### config.mk
export PLATFORM = sky130hd
export DESIGN_NAME = pipe_hazard_ctrl
export DESIGN_NICKNAME = d
export VERILOG_FILES = /design/src/rtl/pipe_hazard_ctrl.sv
export SDC_FILE = /design/constraint.sdc
export NUM_CORES = 1
export LEC_CHECK = 0
export ABC_CLOCK_PERIOD_IN_PS = 3950
export CAP_MARGIN = 5
export CORE_UTILIZATION = 50
export CTS_BUF_LIST = sky130_fd_sc_hd__clkbuf_8
export CTS_CLUSTER_SIZE = 12
export DETAILED_ROUTE_END_ITERATION = 7
export GPL_ROUTABILITY_DRIVEN = 0
export MAX_ROUTING_LAYER = met4
export PLACE_DENSITY = 0.87
export SETUP_SLACK_MARGIN = 0.15
export SLEW_MARGIN = 40
export SYNTH_ARGS = -nofsm -noshare
export SYNTH_HDL_FRONTEND = slang
export SYNTH_SLANG_ARGS = --single-unit
### constraint.sdc
create_clock -name clk -period 3.95 [get_ports clk]
set_input_delay 0.5925 -clock clk [delete_from_list [all_inputs] [get_ports clk]]
set_output_delay 0.5925 -clock clk [all_outputs]
set_load 0.01 [all_outputs]
### src/rtl/pipe_hazard_ctrl.sv
`default_nettype none
// ============================================================================
//  Module   : pipe_hazard_ctrl
//  Purpose  : Stall/flush scheduler and interrupt-entry sequencer for the
//             five-stage pipeline.
//  Revision : 1.0 - initial release
// ============================================================================
module pipe_hazard_ctrl #(
    parameter int REG_W        = 4,
    parameter int MEM_WAIT     = 1,
    parameter int INT_PUSH_CYC = 2,
    parameter int INT_VEC_CYC  = 2
) (
    input  logic             clk,
    input  logic             rst_n,
    input  logic [REG_W-1:0] id_src1,
    input  logic [REG_W-1:0] id_src2,
    input  logic             id_src1_used,
    input  logic             id_src2_used,
    input  logic [REG_W-1:0] ex_dst,
    input  logic             ex_mem_read,
    input  logic             ex_branch_taken,
    input  logic             mem_wide,
    input  logic             int_req,
    output logic             stall_if,
    output logic             stall_id,
    output logic             bubble_ex,
    output logic             stall_mem,
    output logic             flush_ifid,
    output logic             flush_idex,
    output logic [1:0]       pc_sel,
    output logic             int_ack,
    output logic [2:0]       state_o
);

    // Debug encoding visible on state_o.
    localparam logic [2:0] c_ST_RUN     = 3'd0;
    localparam logic [2:0] c_ST_MEMWAIT = 3'd1;
    localparam logic [2:0] c_ST_DRAIN   = 3'd2;
    localparam logic [2:0] c_ST_PUSH    = 3'd3;
    localparam logic [2:0] c_ST_VEC     = 3'd4;
    localparam logic [2:0] c_ST_ACK     = 3'd5;

    localparam logic [3:0] c_MEM_CNT   = 4'(MEM_WAIT - 1);
    localparam logic [3:0] c_DRAIN_CNT = 4'd2;
    localparam logic [3:0] c_PUSH_CNT  = 4'(INT_PUSH_CYC - 1);
    localparam logic [3:0] c_VEC_CNT   = 4'(INT_VEC_CYC - 1);

    logic [2:0] r_state;
    logic [3:0] r_cnt;
    logic       r_int_pend;

    logic [2:0] w_nxt_state;
    logic [3:0] w_nxt_cnt;
    logic       w_load_use;
    logic       w_cnt_zero;
    logic       w_stall_if, w_stall_id, w_bubble_ex, w_stall_mem;
    logic       w_flush_ifid, w_flush_idex, w_int_ack;
    logic [1:0] w_pc_sel;

    assign w_load_use = ex_mem_read &
                        ((id_src1_used & (id_src1 == ex_dst)) |
                         (id_src2_used & (id_src2 == ex_dst)));
    assign w_cnt_zero = (r_cnt == 4'd0);

    always_comb begin
        w_stall_if   = 1'b0;
        w_stall_id   = 1'b0;
        w_bubble_ex  = 1'b0;
        w_stall_mem  = 1'b0;
        w_flush_ifid = 1'b0;
        w_flush_idex = 1'b0;
        w_pc_sel     = 2'd0;
        w_int_ack    = 1'b0;
        w_nxt_state  = r_state;
        w_nxt_cnt    = r_cnt;
        case (r_state)
            c_ST_RUN: begin
                if (mem_wide) begin
                    w_stall_if  = 1'b1;
                    w_stall_id  = 1'b1;
                    w_stall_mem = 1'b1;
                    w_nxt_state = c_ST_MEMWAIT;
                    w_nxt_cnt   = c_MEM_CNT;
                end else if (ex_branch_taken) begin
                    w_flush_ifid = 1'b1;
                    w_flush_idex = 1'b1;
                    w_pc_sel     = 2'd1;
                end else if (w_load_use) begin
                    w_stall_if  = 1'b1;
                    w_stall_id  = 1'b1;
                    w_bubble_ex = 1'b1;
                end else if (r_int_pend | int_req) begin
                    w_stall_if   = 1'b1;
                    w_flush_ifid = 1'b1;
                    w_nxt_state  = c_ST_DRAIN;
                    w_nxt_cnt    = c_DRAIN_CNT;
                end
            end
            c_ST_MEMWAIT: begin
                w_stall_if  = 1'b1;
                w_stall_id  = 1'b1;
                w_stall_mem = 1'b1;
                if (w_cnt_zero) w_nxt_state = c_ST_RUN;
                else            w_nxt_cnt   = r_cnt - 4'd1;
            end
            c_ST_DRAIN: begin
                w_stall_if   = 1'b1;
                w_flush_ifid = 1'b1;
                w_bubble_ex  = 1'b1;
                if (ex_branch_taken) w_pc_sel = 2'd1;
                // A wide access in MEM freezes the drain until it completes.
                if (mem_wide) begin
                    w_stall_mem = 1'b1;
                end else if (w_cnt_zero) begin
                    w_nxt_state = c_ST_PUSH;
                    w_nxt_cnt   = c_PUSH_CNT;
                end else begin
                    w_nxt_cnt = r_cnt - 4'd1;
                end
            end
            c_ST_PUSH: begin
                w_stall_if   = 1'b1;
                w_flush_ifid = 1'b1;
                w_bubble_ex  = 1'b1;
                w_pc_sel     = 2'd2;
                if (w_cnt_zero) begin
                    w_nxt_state = c_ST_VEC;
                    w_nxt_cnt   = c_VEC_CNT;
                end else begin
                    w_nxt_cnt = r_cnt - 4'd1;
                end
            end
            c_ST_VEC: begin
                w_stall_if   = 1'b1;
                w_flush_ifid = 1'b1;
                w_bubble_ex  = 1'b1;
                w_pc_sel     = w_cnt_zero ? 2'd3 : 2'd2;
                if (w_cnt_zero) w_nxt_state = c_ST_ACK;
                else            w_nxt_cnt   = r_cnt - 4'd1;
            end
            c_ST_ACK: begin
                w_int_ack   = 1'b1;
                w_nxt_state = c_ST_RUN;
            end
            default: begin
                w_nxt_state = c_ST_RUN;
                w_nxt_cnt   = 4'd0;
            end
        endcase
    end

    always_ff @(posedge clk) begin
        if (!rst_n) begin
            r_state    <= c_ST_RUN;
            r_cnt      <= 4'd0;
            r_int_pend <= 1'b0;
        end else begin
            r_state <= w_nxt_state;
            r_cnt   <= w_nxt_cnt;
            // Leaving VEC consumes the request; a still-high int_req re-arms later.
            if ((r_state == c_ST_VEC) && w_cnt_zero) r_int_pend <= 1'b0;
            else if (int_req)                        r_int_pend <= 1'b1;
        end
    end

    assign stall_if   = rst_n & w_stall_if;
    assign stall_id   = rst_n & w_stall_id;
    assign bubble_ex  = rst_n & w_bubble_ex;
    assign stall_mem  = rst_n & w_stall_mem;
    assign flush_ifid = rst_n & w_flush_ifid;
    assign flush_idex = rst_n & w_flush_idex;
    assign pc_sel     = rst_n ? w_pc_sel : 2'd0;
    assign int_ack    = rst_n & w_int_ack;
    assign state_o    = rst_n ? r_state : 3'd0;

endmodule
`default_nettype wire
-- Word-level counts from Yosys, hierarchy flattened
Cells that the tools add are included.
- add/sub/neg operators: 1
- reduce and logical (&&, ||, !) cells: 10
- bitwise operators: 14
- eq/ne operators: 16
- muxes and demuxes: 45
- operators with widths (cell ; count):
    $mux W3 ; 10
    $mux W4 ; 7
    $pmux W4 S5 ; 1
    $mux W1 ; 19
    $pmux W3 S5 ; 1
    $ne A2 B2 Y1 const B ; 6
    $and A1 B1 Y1 ; 10
    $pmux W1 S2 ; 5
    $ne A3 B3 Y1 const B ; 3
    $eq A4 B4 Y1 ; 2
    $pmux W2 S4 ; 1
    $reduce_and A8 Y1 ; 1
    $eq A3 B2 Y1 const B ; 2
    $eq A3 B3 Y1 const B ; 2
    $reduce_and A6 Y1 ; 1
    $reduce_or A2 Y1 ; 3
    $logic_not A4 Y1 ; 1
    $reduce_or A4 Y1 ; 1
    $sub A4 B1 Y4 const B ; 1
    $eq A3 B1 Y1 const B ; 1
    $logic_not A3 Y1 ; 1
    $reduce_or A3 Y1 ; 1
    $mux W2 ; 1
    $not A1 Y1 ; 2
    2 further kinds ; 3
- bits of input ports: 20
- logic and storage cells: 89
- register bits: 8
- output and inout port bits: 12

-- Logic depth before layout (Yosys ltp)
- depth in word-level cells: 9
- mapped depth: 7
- gate-level depth less buffers: 7

-- Worst setup path before layout
Ideal clock, no wire load.
- path type: input port to output port
- from: input id_src1[0]
- to: output stall_id
- stages on the path: 5
- slack: 1.663 ns
- data arrival time: 1.694 ns
- buffers on the path: 0
- data required time: 3.357 ns
- cell sequence: xor2_1 > nor3_1 > a32o_1 > a311oi_1 > nor4_1
- word-level cells in the longest chain between the ends: 9
- RTL lines (what ; RTL line ; source):
    from (decl) ; 16 ; input logic [REG_W-1:0] id_src1,
    $eq A4 B4 Y1 ; 62 ; ((id_src1_used & (id_src1 == ex_dst)) |
    $and A1 B1 Y1 ; 62 ;
    $or A1 B1 Y1 ; 62 ;
    $and A1 B1 Y1 ; 61 ; assign w_load_use = ex_mem_read &
    $mux W1 ; 89 ; end else if (w_load_use) begin
    $mux W1 ; 85 ; end else if (ex_branch_taken) begin
    $mux W1 ; 79 ; if (mem_wide) begin
    $pmux W1 S2 ; 77 ; case (r_state)
    $and A1 B1 Y1 ; 168 ; assign stall_id = rst_n & w_stall_id;
    to (decl) ; 26 ; output logic stall_id,
Every way passes these cells.

-- Final worst setup path
- from: input ex_dst[0]
- to: output stall_id
- word-level cells in the longest chain between the ends: 9
- elaborated cells on any way between the ends: 11
- those cells by class: eq/ne: 2; mux: 4; bitwise: 5
- RTL lines (what ; RTL line ; source):
    from (decl) ; 20 ; input logic [REG_W-1:0] ex_dst,
    $eq A4 B4 Y1 (on tied branches) ; 62, 63 ;
    $and A1 B1 Y1 (on tied branches) ; 62, 63 ;
    $or A1 B1 Y1 (*) ; 62 ;
    $and A1 B1 Y1 (*) ; 61 ;
    $mux W1 (*) ; 89 ;
    $mux W1 (*) ; 85 ;
    $mux W1 (*) ; 79 ;
    $pmux W1 S2 (*) ; 77 ;
    $and A1 B1 Y1 (*) ; 168 ;
Every way passes the cells marked *; elsewhere a longest branch is shown, timed or not.

==> flow_summary_export.csv <==
group,metric,value,unit
detailed_routing,drtIter0Drc,49,
detailed_routing,dr.pass1.iters,4,
power_and_ir_drop,p_leak,0.450,nW
detailed_routing,drc,0,
detailed_routing,dr_wl_met3,164,um
layout,fin_cells,176,
sta,slew_headroom,50.1,%
detailed_routing,postRouteAntennaNets,0,
global_route,grt_overflow,0,
power_and_ir_drop,peakVddDrop,0.000347,V
detailed_routing,routed_wl,2.71,mm
placed_design,port_buffers,31,
die,die_x,45.2,um
layout,layout-drive-gt1-share,10.6,%
logic_synthesis,async_reset_ff_share,0,%
cts,cts_buffers,3,
worst_hold_path,hold_class,"flop to flop",
global_route,grt_usage,29.8,%
sta,grt_setup_unrepaired,"false",
sta,period_share,85.4,%
power_and_ir_drop,power,0.547,mW
global_route,grt_pass1_vias,979,
logic_synthesis,netlist-cell-type-count,54,
placed_design,dp_cells,173,
cts,cts-htree-levels,1,
sta,min_period,3370,ps
worst_hold_path,hp-start,"r_cnt[3]",
die,die_h,45.2,um
setup_path,crit_chain,"clkdlybuf4s50_1 -> xor2_1 -> nor3_1 -> a32o_1 -> a311oi_1 -> nor4_1 -> clkdlybuf4s50_1",
detailed_routing,drt-vias-per-instance,6.19,
setup_path,critPathKind,"primary input to primary output",
global_route,grt_pass1_wl,4.29,mm
detailed_routing,top_layer,"met4",
cts,clk_latency,230,ps
cts,root_buffer,"clkbuf_8",
global_route,grt_max_degree,22,
setup_path,crit_family,"buffers and inverters",
logic_synthesis,yosysSeqAreaShare,17.2,%
setup_path,endpoint_kind,"primary output",
detailed_routing,wl_met2,1.32,mm
cts,post_cts_buffers,0,
layout,final_common_cell,"clkdlybuf4s50_1",
sta,maxSlewViolCount,0,
layout,layout-area-overhead-vs-synth,34.5,%
outcome,status,"completed",
cts,cts_hold_buf,0,
cts,clockBufferDepth,2,
die,die-area,2040,um^2
sta,finalSetupViolations,0,
global_route,antenna_found_initial,0,
setup_path,critical_path.startpoint,"ex_dst[0]",
setup_path,critPathMostFrequentCell,"clkdlybuf4s50_1",
cts,clk_pin_slew,40,ps
layout,nets,174,
detailed_routing,num_vias,1090,
setup_path,crit_buf_inv,2,
layout,final_cell_mix,"clkdlybuf4s50_1 (31), a21oi_1 (13), nand2_1 (9), nor2_1 (8), dfxtp_1 (8)",
sta,fin_worst_skew,3.28,ps
setup_path,cp.required,3360,ps
job,drv_cap,0,
logic_synthesis,syn_inst,125,
cts,cts_sinks,8,
power_and_ir_drop,powerDensity,436,nW/um^2
setup_path,path_max_fanout,5,
cts,cts_resized,0,
logic_synthesis,syn_area,931,um^2
sta,setup_tns,0,ps
logic_synthesis,ys_warn_count,0,
layout,antennaDiodeCount,0,
cts,cts_tree,"done",
setup_path,cp-start-kind,"primary input",
sta,worst_pin_slew,747,ps
die,core_area,1730,um^2
setup_path,r2r_start,"r_cnt[0]",
die,io_pins,32,
logic_synthesis,synth_seq_cells,8,
die,initial_core_util,53.9,%
logic_synthesis,syn_nets,146,
setup_path,r2r_slack,1740,ps
detailed_routing,wl_per_cell,15.4,um
sta,hold_viol_final,0,
die,rows,15,
logic_synthesis,syn_avg_cell_area,7.45,um^2
setup_path,cpMaxStageDelayCell,"clkdlybuf4s50_1",
placed_design,hpwlAfterDp,2.04,mm
sta,fmax,296,MHz
logic_synthesis,synth_edf_count,0,
detailed_routing,met1Wirelength,1.16,mm
setup_path,cpPeakStageDelay,590,ps
setup_path,crit_arrival,2780,ps
logic_synthesis,synthFlopType,"dfxtp_1",
## flip-flops by register name, indices dropped and copies added, names as in the netlist
name	count
r_int_pend	1
r_cnt	4
r_state	3
## per-stage QoR
step	setup slack, ps	hold WS (ps)	util, %	instance area, um^2
finish	577	512	72.5	1250
global route	492	556	72.5	1250
CTS	607	513	72.5	1250
detailed placement	591	510	70.1	1210
global placement	706	493	70.1	1210
floorplan	1660	465	-	931
## final timing paths
kind,endpoint,cells after the start
setup / recovery,stall_id,7
hold / removal,r_cnt[3],2
setup reg to reg,r_cnt[0],7
hold reg to reg,r_cnt[3],2
## power by group
group / total, mW / internal, mW / leakage, nW / switching (mW)
Sequential: 0.149 / 0.101 / 0.0658 / 0.0478
Combinational: 0.298 / 0.138 / 0.363 / 0.160
Clock: 0.0996 / 0.0661 / 0.0216 / 0.0335
## cells in the mapped netlist (2+ instances only)
cell / instances / area share [%]
nor2_1: 8 / 3.2
xor2_1: 6 / 5.6
nand4b_1: 2 / 1.9
buf_6: 2 / 2.4
a31oi_1: 3 / 2.0
nand3_1: 2 / 1.1
inv_1: 5 / 2.0
and3_1: 3 / 2.0
a21oi_1: 13 / 7.0
nor4_1: 4 / 2.7
inv_2: 2 / 0.81
o311ai_1: 2 / 1.9
nand2_1: 9 / 3.6
a211oi_1: 2 / 1.6
buf_2: 3 / 1.6
nand2b_1: 2 / 1.3
nor3_1: 4 / 2.2
xnor2_1: 2 / 1.9
o21ai_1: 4 / 2.2
o21ai_0: 6 / 3.2
dfxtp_1: 8 / 17
## worst reg2reg max path, cell delays in order (launching register included)
cell	delay (ps)
dfxtp_1	380
inv_1	100
ha_1	240
nor3b_2	230
maj3_2	330
a221o_2	390
nor4_1	310
a211oi_1	90
## cell families (layout without fill, tap and decap cells)
logic type	after synthesis	after routing	synth area share, %
AOI/OAI and AO/OA	43	43	30.9
xor gates and xnor gates	8	8	7.53
adders and majority gates	2	2	2.55
buffers and inverters	15	41	9.41
DFF	8	8	17.2
muxes	1	1	1.08
and+or+nand+nor	48	48	31.3
## area by class of cell
type,instances,area (um^2)
fill,146,474
inverter,7,26.3
multi-input combinational,102,683
sequential,8,160
clock buffer,3,41.3
tap,25,31.3
timing repair buffer,31,310
## per-layer routing
metal  track usage (%)  up-vias
met5                 -        -
met4              12.1        0
met3              6.00       12
met2              49.0       47
met1              35.1      502
li1                  -      529
Note: power is estimated with default switching activity, not from simulation.
